$ cat src/rtl/comp_pkg.sv
// Shared definitions for the serial sign-manipulation unit: op codes, FSM states
// and the ABS-to-PASS/NEG resolution helper.
package comp_pkg;

  localparam logic [1:0] OP_PASS = 2'b00;
  localparam logic [1:0] OP_NEG  = 2'b01;
  localparam logic [1:0] OP_ABS  = 2'b10;
  localparam logic [1:0] OP_INV  = 2'b11;

  typedef enum logic [1:0] {
    S_IDLE = 2'd0,
    S_BUSY = 2'd1,
    S_DONE = 2'd2
  } state_e;

  // ABS never reaches the datapath; it collapses to NEG or PASS on the operand sign.
  function automatic logic [1:0] resolve_op(input logic [1:0] op, input logic sign);
    if (op == OP_ABS) begin
      return sign ? OP_NEG : OP_PASS;
    end
    return op;
  endfunction

endpackage

$ cat src/rtl/comp_chunk.sv
// Combinational STEP-bit slice: optional inversion plus carry-in, time-multiplexed
// across the operand by the serial unit.
module comp_chunk #(
  parameter int unsigned STEP = 2
) (
  input  logic [STEP-1:0] bits,
  input  logic            invert,
  input  logic            carry_in,
  output logic [STEP-1:0] bits_out,
  output logic            carry_out
);

  logic [STEP:0] sum;

  assign sum = {1'b0, bits ^ {STEP{invert}}} + {{STEP{1'b0}}, carry_in};
  assign {carry_out, bits_out} = sum;

endmodule

$ cat src/rtl/comp_serial_unit.sv
// Multi-cycle PASS/NEG/ABS/INV unit: processes the operand STEP bits per cycle,
// LSB first, behind valid/ready handshakes on both sides.
module comp_serial_unit
  import comp_pkg::*;
#(
  parameter int unsigned WIDTH = 8,
  parameter int unsigned STEP  = 2
) (
  input  logic             CLK,
  input  logic             RESET_N,
  input  logic             IN_VALID,
  output logic             IN_READY,
  input  logic [WIDTH-1:0] IN_DATA,
  input  logic [1:0]       IN_OP,
  output logic             OUT_VALID,
  input  logic             OUT_READY,
  output logic [WIDTH-1:0] OUT_DATA,
  output logic             OUT_OVF,
  output logic             OUT_ZERO
);

  localparam int unsigned N  = WIDTH / STEP;
  localparam int unsigned CW = (N > 1) ? $clog2(N) : 1;

  if (WIDTH < 2 || STEP < 1 || STEP > WIDTH || (WIDTH % STEP) != 0) begin : g_bad_param
    $error("comp_serial_unit: illegal WIDTH/STEP combination");
  end

  localparam logic [WIDTH-1:0] MinVal = {1'b1, {(WIDTH-1){1'b0}}};

  state_e            state_q, state_d;
  logic [WIDTH-1:0]  opnd_q, opnd_d;
  logic [WIDTH-1:0]  res_q, res_d;
  logic [CW-1:0]     cnt_q, cnt_d;
  logic              carry_q, carry_d;
  logic              invert_q, invert_d;
  logic              ovf_pend_q, ovf_pend_d;
  logic [WIDTH-1:0]  out_data_q, out_data_d;
  logic              ovf_q, ovf_d;
  logic              zero_q, zero_d;

  logic [1:0]        eff_op;
  logic [STEP-1:0]   chunk_out;
  logic              chunk_carry;
  logic [WIDTH-1:0]  res_shift;

  comp_chunk #(
    .STEP (STEP)
  ) u_chunk (
    .bits      (opnd_q[STEP-1:0]),
    .invert    (invert_q),
    .carry_in  (carry_q),
    .bits_out  (chunk_out),
    .carry_out (chunk_carry)
  );

  // Result fills from the top so that after N shifts chunk 0 sits at bit 0.
  assign res_shift = (res_q >> STEP) | (WIDTH'(chunk_out) << (WIDTH - STEP));
  assign eff_op    = resolve_op(IN_OP, IN_DATA[WIDTH-1]);

  always_comb begin
    state_d    = state_q;
    opnd_d     = opnd_q;
    res_d      = res_q;
    cnt_d      = cnt_q;
    carry_d    = carry_q;
    invert_d   = invert_q;
    ovf_pend_d = ovf_pend_q;
    out_data_d = out_data_q;
    ovf_d      = ovf_q;
    zero_d     = zero_q;
    unique case (state_q)
      S_IDLE: begin
        if (IN_VALID) begin
          opnd_d     = IN_DATA;
          res_d      = '0;
          cnt_d      = '0;
          carry_d    = (eff_op == OP_NEG);
          invert_d   = (eff_op == OP_NEG) || (eff_op == OP_INV);
          ovf_pend_d = (eff_op == OP_NEG) && (IN_DATA == MinVal);
          state_d    = S_BUSY;
        end
      end
      S_BUSY: begin
        opnd_d  = opnd_q >> STEP;
        res_d   = res_shift;
        carry_d = chunk_carry;
        cnt_d   = cnt_q + CW'(1);
        if (cnt_q == CW'(N - 1)) begin
          out_data_d = res_shift;
          zero_d     = (res_shift == '0);
          ovf_d      = ovf_pend_q;
          state_d    = S_DONE;
        end
      end
      S_DONE: begin
        if (OUT_READY) begin
          state_d = S_IDLE;
        end
      end
      default: state_d = S_IDLE;
    endcase
  end

  always_ff @(posedge CLK or negedge RESET_N) begin
    if (!RESET_N) begin
      state_q    <= S_IDLE;
      opnd_q     <= '0;
      res_q      <= '0;
      cnt_q      <= '0;
      carry_q    <= 1'b0;
      invert_q   <= 1'b0;
      ovf_pend_q <= 1'b0;
      out_data_q <= '0;
      ovf_q      <= 1'b0;
      zero_q     <= 1'b0;
    end else begin
      state_q    <= state_d;
      opnd_q     <= opnd_d;
      res_q      <= res_d;
      cnt_q      <= cnt_d;
      carry_q    <= carry_d;
      invert_q   <= invert_d;
      ovf_pend_q <= ovf_pend_d;
      out_data_q <= out_data_d;
      ovf_q      <= ovf_d;
      zero_q     <= zero_d;
    end
  end

  assign IN_READY  = (state_q == S_IDLE);
  assign OUT_VALID = (state_q == S_DONE);
  assign OUT_DATA  = out_data_q;
  assign OUT_OVF   = ovf_q;
  assign OUT_ZERO  = zero_q;

endmodule

$ cat config.mk
export PLATFORM = sky130hd
export DESIGN_NAME = comp_serial_unit
export DESIGN_NICKNAME = d
export VERILOG_FILES = /design/src/rtl/comp_pkg.sv /design/src/rtl/comp_chunk.sv /design/src/rtl/comp_serial_unit.sv
export SDC_FILE = /design/constraint.sdc
export NUM_CORES = 1
export LEC_CHECK = 0
export ABC_AREA = 0
export CORE_ASPECT_RATIO = 0.8
export CORE_MARGIN = 1.5
export CORE_UTILIZATION = 44
export CTS_CLUSTER_SIZE = 30
export DETAILED_ROUTE_END_ITERATION = 12
export HOLD_SLACK_MARGIN = 0.15
export PLACE_DENSITY = 0.83
export SLEW_MARGIN = 10
export SYNTH_ARGS = -nofsm -noshare
export SYNTH_HDL_FRONTEND = slang
export SYNTH_HIERARCHICAL = 1
export SYNTH_SLANG_ARGS = --single-unit
$ cat constraint.sdc
create_clock -name CLK -period 1.45 [get_ports CLK]
set_clock_uncertainty 0.15 [all_clocks]
set_input_delay 0.145 -clock CLK [delete_from_list [all_inputs] [get_ports CLK]]
set_output_delay 0.145 -clock CLK [all_outputs]
set_load 0.01 [all_outputs]
After elaboration in Yosys (flattened, before gate mapping)
Cells that the tools add are included.
W data, S select, Z words.
{ "totals": {"reg_bits": 33, "in_bits": 14, "out_inout_bits": 12} }
{ "op_classes": {"add_sub_neg": 2, "n_eq_ne": 10, "muxes": 16, "n_bitwise": 2, "n_reduce_logical": 9} }
{ "ops": {"columns": ["operator", "count"], "rows": [
  ["$pmux W8 S2", 2],
  ["$mux W8", 2],
  ["$mux W2", 6],
  ["$eq A2 B2 Y1 const B", 4],
  ["$eq A8 B8 Y1 const B", 1],
  ["$logic_not A8 Y1", 1],
  ["$or A6 B8 Y8", 1],
  ["$pmux W2 S3", 1],
  ["$reduce_and A2 Y1", 3],
  ["$eq A2 B1 Y1 const B", 2],
  ["$ne A2 B2 Y1 const B", 2],
  ["$pmux W2 S2", 1],
  ["$add A2 B1 Y3", 1],
  ["$mux W1", 3],
  ["$reduce_and A3 Y1", 1],
  ["$add A2 B1 Y2 const B", 1],
  ["$logic_not A2 Y1", 1],
  ["$ne A2 B1 Y1 const B", 1],
  ["$pmux W1 S2", 1],
  ["$reduce_bool A2 Y1", 1],
  ["$xor A2 B2 Y2", 1],
  ["$logic_and A1 B1 Y1", 1],
  ["$logic_or A1 B1 Y1", 1]
]} }

Logic depth before layout (Yosys ltp)
{ "depth": {"depth_word": 6, "mapped_depth": 6, "mapped_depth_nobuf": 6} }

By module
Netlist, hierarchy kept.
{ "by_module_without_submodules": {"columns": ["module", "instances", "cells_per_inst", "area_each_um2", "seq_area_each_um2"], "rows": [
  ["comp_serial_unit", 1, 113, 1385.1, 775.7],
  ["comp_chunk", 1, 4, 42.5, 0.0]
]} }

Worst setup path after synthesis
OpenSTA, ideal clock, no wires.
{ "synth_timing": {"path_type": "flip-flop to flip-flop", "from": "reg invert_q", "to": "reg zero_q (netlist: OUT_ZERO)", "arrival_ns": 1.350, "slack_ns": -0.133, "stages_incl_launch_ff": 7, "n_path_buf": 0, "path_cell_list": "dfrtp_1 -> xor2_1 -> ha_1 -> ha_1 -> nor4_1 -> nand2_1 -> o21ai_0"} }
{ "synth_via": {"elab_chain_len": 4} }
{ "synth_rtl": {"columns": ["item", "line", "rtl"], "rows": [
  ["from (decl)", "comp_serial_unit.sv:36", "logic invert_q, invert_d;"],
  ["from (signal assigned)", "comp_serial_unit.sv:123", "invert_q <= invert_d;"],
  ["$xor A2 B2 Y2", "comp_chunk.sv:15", "assign sum = {1'b0, bits ^ {STEP{invert}}} + {{STEP{1'b0}}, carry_in};"],
  ["$add A2 B1 Y3", "comp_chunk.sv:15", null],
  ["named net chunk_out[1]", "comp_serial_unit.sv:43", "logic [STEP-1:0] chunk_out;"],
  ["$or A6 B8 Y8", "comp_serial_unit.sv:58", "assign res_shift = (res_q >> STEP) | (WIDTH'(chunk_out) << (WIDTH - STEP));"],
  ["$logic_not A8 Y1", "comp_serial_unit.sv:91", "zero_d = (res_shift == '0);"],
  ["to (signal assigned)", "comp_serial_unit.sv:127", "zero_q <= zero_d;"],
  ["to (decl)", "comp_serial_unit.sv:40", "logic zero_q, zero_d;"]
]} }
The timed path passes the listed nets, and every way through them passes these cells.
A chain may end at the register's enable or synchronous reset.

Worst setup path in the final report
{ "layout_timing": {"from": "reg opnd_q[0]", "to": "reg zero_q (netlist: OUT_ZERO)"} }
{ "layout_via": {"elab_chain_len": 4} }
{ "layout_rtl": {"columns": ["item", "line", "rtl"], "rows": [
  ["from (decl)", "comp_serial_unit.sv:32", "logic [WIDTH-1:0] opnd_q, opnd_d;"],
  ["from (signal assigned)", "comp_serial_unit.sv:119", "opnd_q <= opnd_d;"],
  ["$xor A2 B2 Y2", "comp_chunk.sv:15", null],
  ["$add A2 B1 Y3", "comp_chunk.sv:15", null],
  ["named net chunk_out[0]", "comp_serial_unit.sv:43", null],
  ["$or A6 B8 Y8", "comp_serial_unit.sv:58", null],
  ["$logic_not A8 Y1", "comp_serial_unit.sv:91", null]
]} }
The timed path passes the listed nets, and every way through them passes these cells.

==> tab_implementation.tex <==
\begin{tabular}{lr}
\hline
Metric & Value \\
\hline
\multicolumn{2}{l}{\textbf{Run status}} \\
Run status & finished with violations \\
Failing checks & negative setup slack \\
\multicolumn{2}{l}{\textbf{Timing}} \\
Time the final worst path needs with I/O delays and setup & around 1.7 ns \\
Number of hold violations in the final report & 0 \\
Finish-stage setup viols & 18 \\
Setup repair after global routing missed its margin & yes \\
Worst Max-Slew Pin Slew & about 0.39 ns \\
Maximum clock frequency & 0.578 GHz \\
Share of the cycle needed by the critical path after routing & 1.19 \\
Pins Over Slew Limit & 0 \\
Fin worst setup slack & -0.281 ns \\
Relative slew margins & 0.735 \\
\multicolumn{2}{l}{\textbf{Min path}} \\
Min-delay src & OUT\_READY \\
Min-Delay Path Class & input port to flip-flop \\
Number of instances on the worst hold path & 2 \\
Sink of the worst hold path & state\_q[1]\$\_DFFE\_PN0P\_ \\
\multicolumn{2}{l}{\textbf{Worst setup path}} \\
Worst flop-to-flop path startpoint & opnd\_q[0]\$\_DFFE\_PN0P\_ \\
R2R depth & 5 \\
Worst path required time & 1.51 ns \\
Capturing element type of the critical path & flip-flop \\
Maximum fanout count along the critical path & 3 \\
Data arrival time of the critical path & $\sim$1.8 ns \\
Kind of launch point of the worst setup path & flip-flop \\
R2R Path End & OUT\_ZERO\$\_DFFE\_PN0P\_ \\
Setup slack of the most critical reg-to-reg path & -0.28 ns \\
Critical path start-end classification & flip-flop to flip-flop \\
Critical path launch point & opnd\_q[0]\$\_DFFE\_PN0P\_ \\
\multicolumn{2}{l}{\textbf{Yosys}} \\
Synth Instances & 117 \\
Share of the yosys chip area belonging to registers & 0.543 \\
Number of register bits inferred by synthesis & 31 \\
Largest area contributor in the netlist & dfrtp\_1 \\
Distinct cell type count of the synthesized netlist & 28 \\
Post-synthesis instance area & about 0.0014 mm2 \\
Top cell type's share of synthesized area & 0.543 \\
Leading register cell type out of synthesis & dfrtp\_1 \\
Synthesized area per cell & around 12 um2 \\
Most instantiated library cell after synthesis & dfrtp\_1 \\
Cell types with the largest area share after synthesis & dfrtp\_1, mux2\_4, a22o\_1, nor2b\_1, a22oi\_1 \\
Post-synth EDFFs & 0 \\
Commonest cells in the synthesized netlist & dfrtp\_1, a21oi\_1, a22o\_1, nor2b\_1, mux2\_4 \\
Ys async rst share & 1.00 \\
Nets in the synthesized netlist & 134 \\
Number of warning messages in the yosys log & 6 \\
\multicolumn{2}{l}{\textbf{GRT}} \\
Initial antenna violation count & 0 \\
First-pass GRT wire length & around 5400 um \\
Total routing resource utilization after global routing & 0.217 \\
Met3 capacity usage during global routing & 0.0565 \\
Via count of the first global-routing pass & between 1000 and 1500 \\
Overall overflow remaining after global route & 0 \\
Fraction of met2 tracks used by global routing & 0.372 \\
GRT met1 Usage & 0.261 \\
Most Crowded Layer GR & met2 \\
Largest net degree at the start of global routing & 32 \\
\multicolumn{2}{l}{\textbf{Final layout}} \\
Final instance count without filler cells & $\sim$220 \\
Area of combinational cells with multiple inputs & 756 um2 \\
Area growth, synth to finish & 54.3\% \\
Share of final-layout standard cells stronger than drive strength 1 & 0.434 \\
Seq. cell area & approximately 780 um2 \\
Number of filler instances in the final layout & roughly 190 \\
Post-route cell area & approximately 0.0022 mm2 \\
Final core area utilization & 0.714 \\
Total number of nets in the final design & around 190 \\
Antenna diode instance count & 0 \\
\multicolumn{2}{l}{\textbf{Clock tree}} \\
Root buf cell & clkbuf\_8 \\
Clock slew at reported path FFs & around 0.07 ns \\
TritonCTS clock tree & done \\
\# H-tree levels & 2 \\
Number of clock buffers inserted by TritonCTS & 5 \\
Buffer depth of the longest clock path & 2 \\
Clock Sink Count & 31 \\
Clock network latency to the later pin of the worst-skew pair & about 0.29 ns \\
\multicolumn{2}{l}{\textbf{Placement}} \\
Input/output buffers & 25 \\
Routability-driven placement congestion ratio & around 0.90 \\
Place WS & -0.228 ns \\
Post-detailed-placement cell area & approximately 0.0019 mm2 \\
Hpwl dp & 2290 um \\
Number of cells after detailed placement & approximately 190 \\
\multicolumn{2}{l}{\textbf{Detailed routing}} \\
Drt drc & 0 \\
Final WL & approximately 4300 um \\
Detail-routed via count per cell & $\sim$5.7 \\
Overall via count from detail\_route & 1216 \\
Count of antenna-violating nets left after detailed routing & 0 \\
First DRT Iteration DRCs & 98 \\
Number of detailed-route iterations in the first pass & 5 \\
Routed wirelength normalized by instance count & 20.1 um \\
\multicolumn{2}{l}{\textbf{Power}} \\
Leakage power & approximately 1.0 nW \\
Maximum VDD drop & 1.05 mV \\
Power density relative to cell area & roughly 2200 mW/mm2 \\
Final Total Pwr & roughly 4.8 mW \\
\multicolumn{2}{l}{\textbf{Floorplan}} \\
Core area & a little over 0.003 mm2 \\
Die height & about 54 um \\
\# IOs & 26 \\
Die area & between 0.003 and 0.004 mm2 \\
Die span in x & approximately 67 um \\
Initial Util & 0.463 \\
\# rows & 18 \\
\multicolumn{2}{l}{\textbf{Flow run}} \\
Reported max-cap violation count & 0 \\
\hline
\end{tabular}
## flip-flops by register name, indices dropped and copies added, names as in the netlist
name        flops
state_q         2
res_q           6
invert_q        1
OUT_ZERO        1
opnd_q          8
OUT_OVF         1
OUT_DATA        8
ovf_pend_q      1
cnt_q           2
carry_q         1
## power by group
| part | leakage (nW) | internal [mW] | switching [mW] | total (mW) |
|---|---|---|---|---|
| clock network | 0.0402 | 0.334 | 0.347 | 0.681 |
| logic | 0.598 | 1.45 | 1.16 | 2.61 |
| registers | 0.399 | 1.20 | 0.305 | 1.51 |
## final cells by class
class                   count  share of cell area
flip-flops and latches     31               0.353
multi-input cells          79               0.343
repair buffers             55               0.238
clock buffers               5              0.0312
well taps                  40              0.0227
clock inverters             3             0.00909
inverters                   2             0.00341
## worst max-delay path: stages (launching register included)
cell     delay, ns
dfrtp_1       0.40
xor2_1        0.19
ha_2          0.33
nor4_2        0.29
nand2_1       0.15
o21ai_1       0.15
## stage by stage
stage	hold WS [ns]	setup TNS, ns
2_1_floorplan	-0.301	-0.131
5_1_grt	0.314	-1.77
3_5_place_dp	0.342	-2.23
4_1_cts	0.293	-0.526
6_report	0.285	-1.32
3_3_place_gp	0.325	-1.39
## layer usage
layer / wire [um] / up-vias
met5: 0 / -
met4: 115 / 0
met2: 2100 / 56
li1: - / 543
met3: 249 / 14
met1: 1850 / 603
## cells in the final DEF, fill, tap and decap left out, drive strengths merged, types with 3 or more instances in the layout
cell type       n
a21oi           9
o21ai          10
clkdlybuf4s50  13
nand2           4
ha              3
dfrtp          31
nor2b           8
buf            30
mux2           10
dlygate4sd2    10
nor4            3
a22oi           6
a22o            8
clkbuf          6
## worst max path at each step
stage / cells past startpoint / endpoint
after global placement: 4 / carry_q$_DFFE_PN0P_
final: 5 / OUT_ZERO$_DFFE_PN0P_
after global routing: 5 / OUT_ZERO$_DFFE_PN0P_
after floorplan: 6 / OUT_ZERO$_DFFE_PN0P_
after CTS: 5 / ovf_pend_q$_DFFE_PN0P_
after detailed placement: 6 / OUT_ZERO$_DFFE_PN0P_
## logic make-up (layout without fill, tap and decap cells)
kind of cell    Yosys count  in the layout  synth area share
compound gates           36             37             0.171
flops                    31             31             0.543
simple gates             26             26             0.113
mux                      11             11             0.104
buf+inv                   8             65            0.0298
fa+ha+maj                 3              3            0.0263
xor+xnor                  2              2            0.0123
## repair_timing
item | CTS | global route
setup buffers | 6 | 8
endpoints found under the hold margin | 31 | 0
hold buffers | 1 | 0
gates resized for setup | 29 | 29
pin swaps | 8 | 13
setup endpoints to repair | 41 | 31
cloned | 0 | 1
Power figures use the tool's default switching activity.
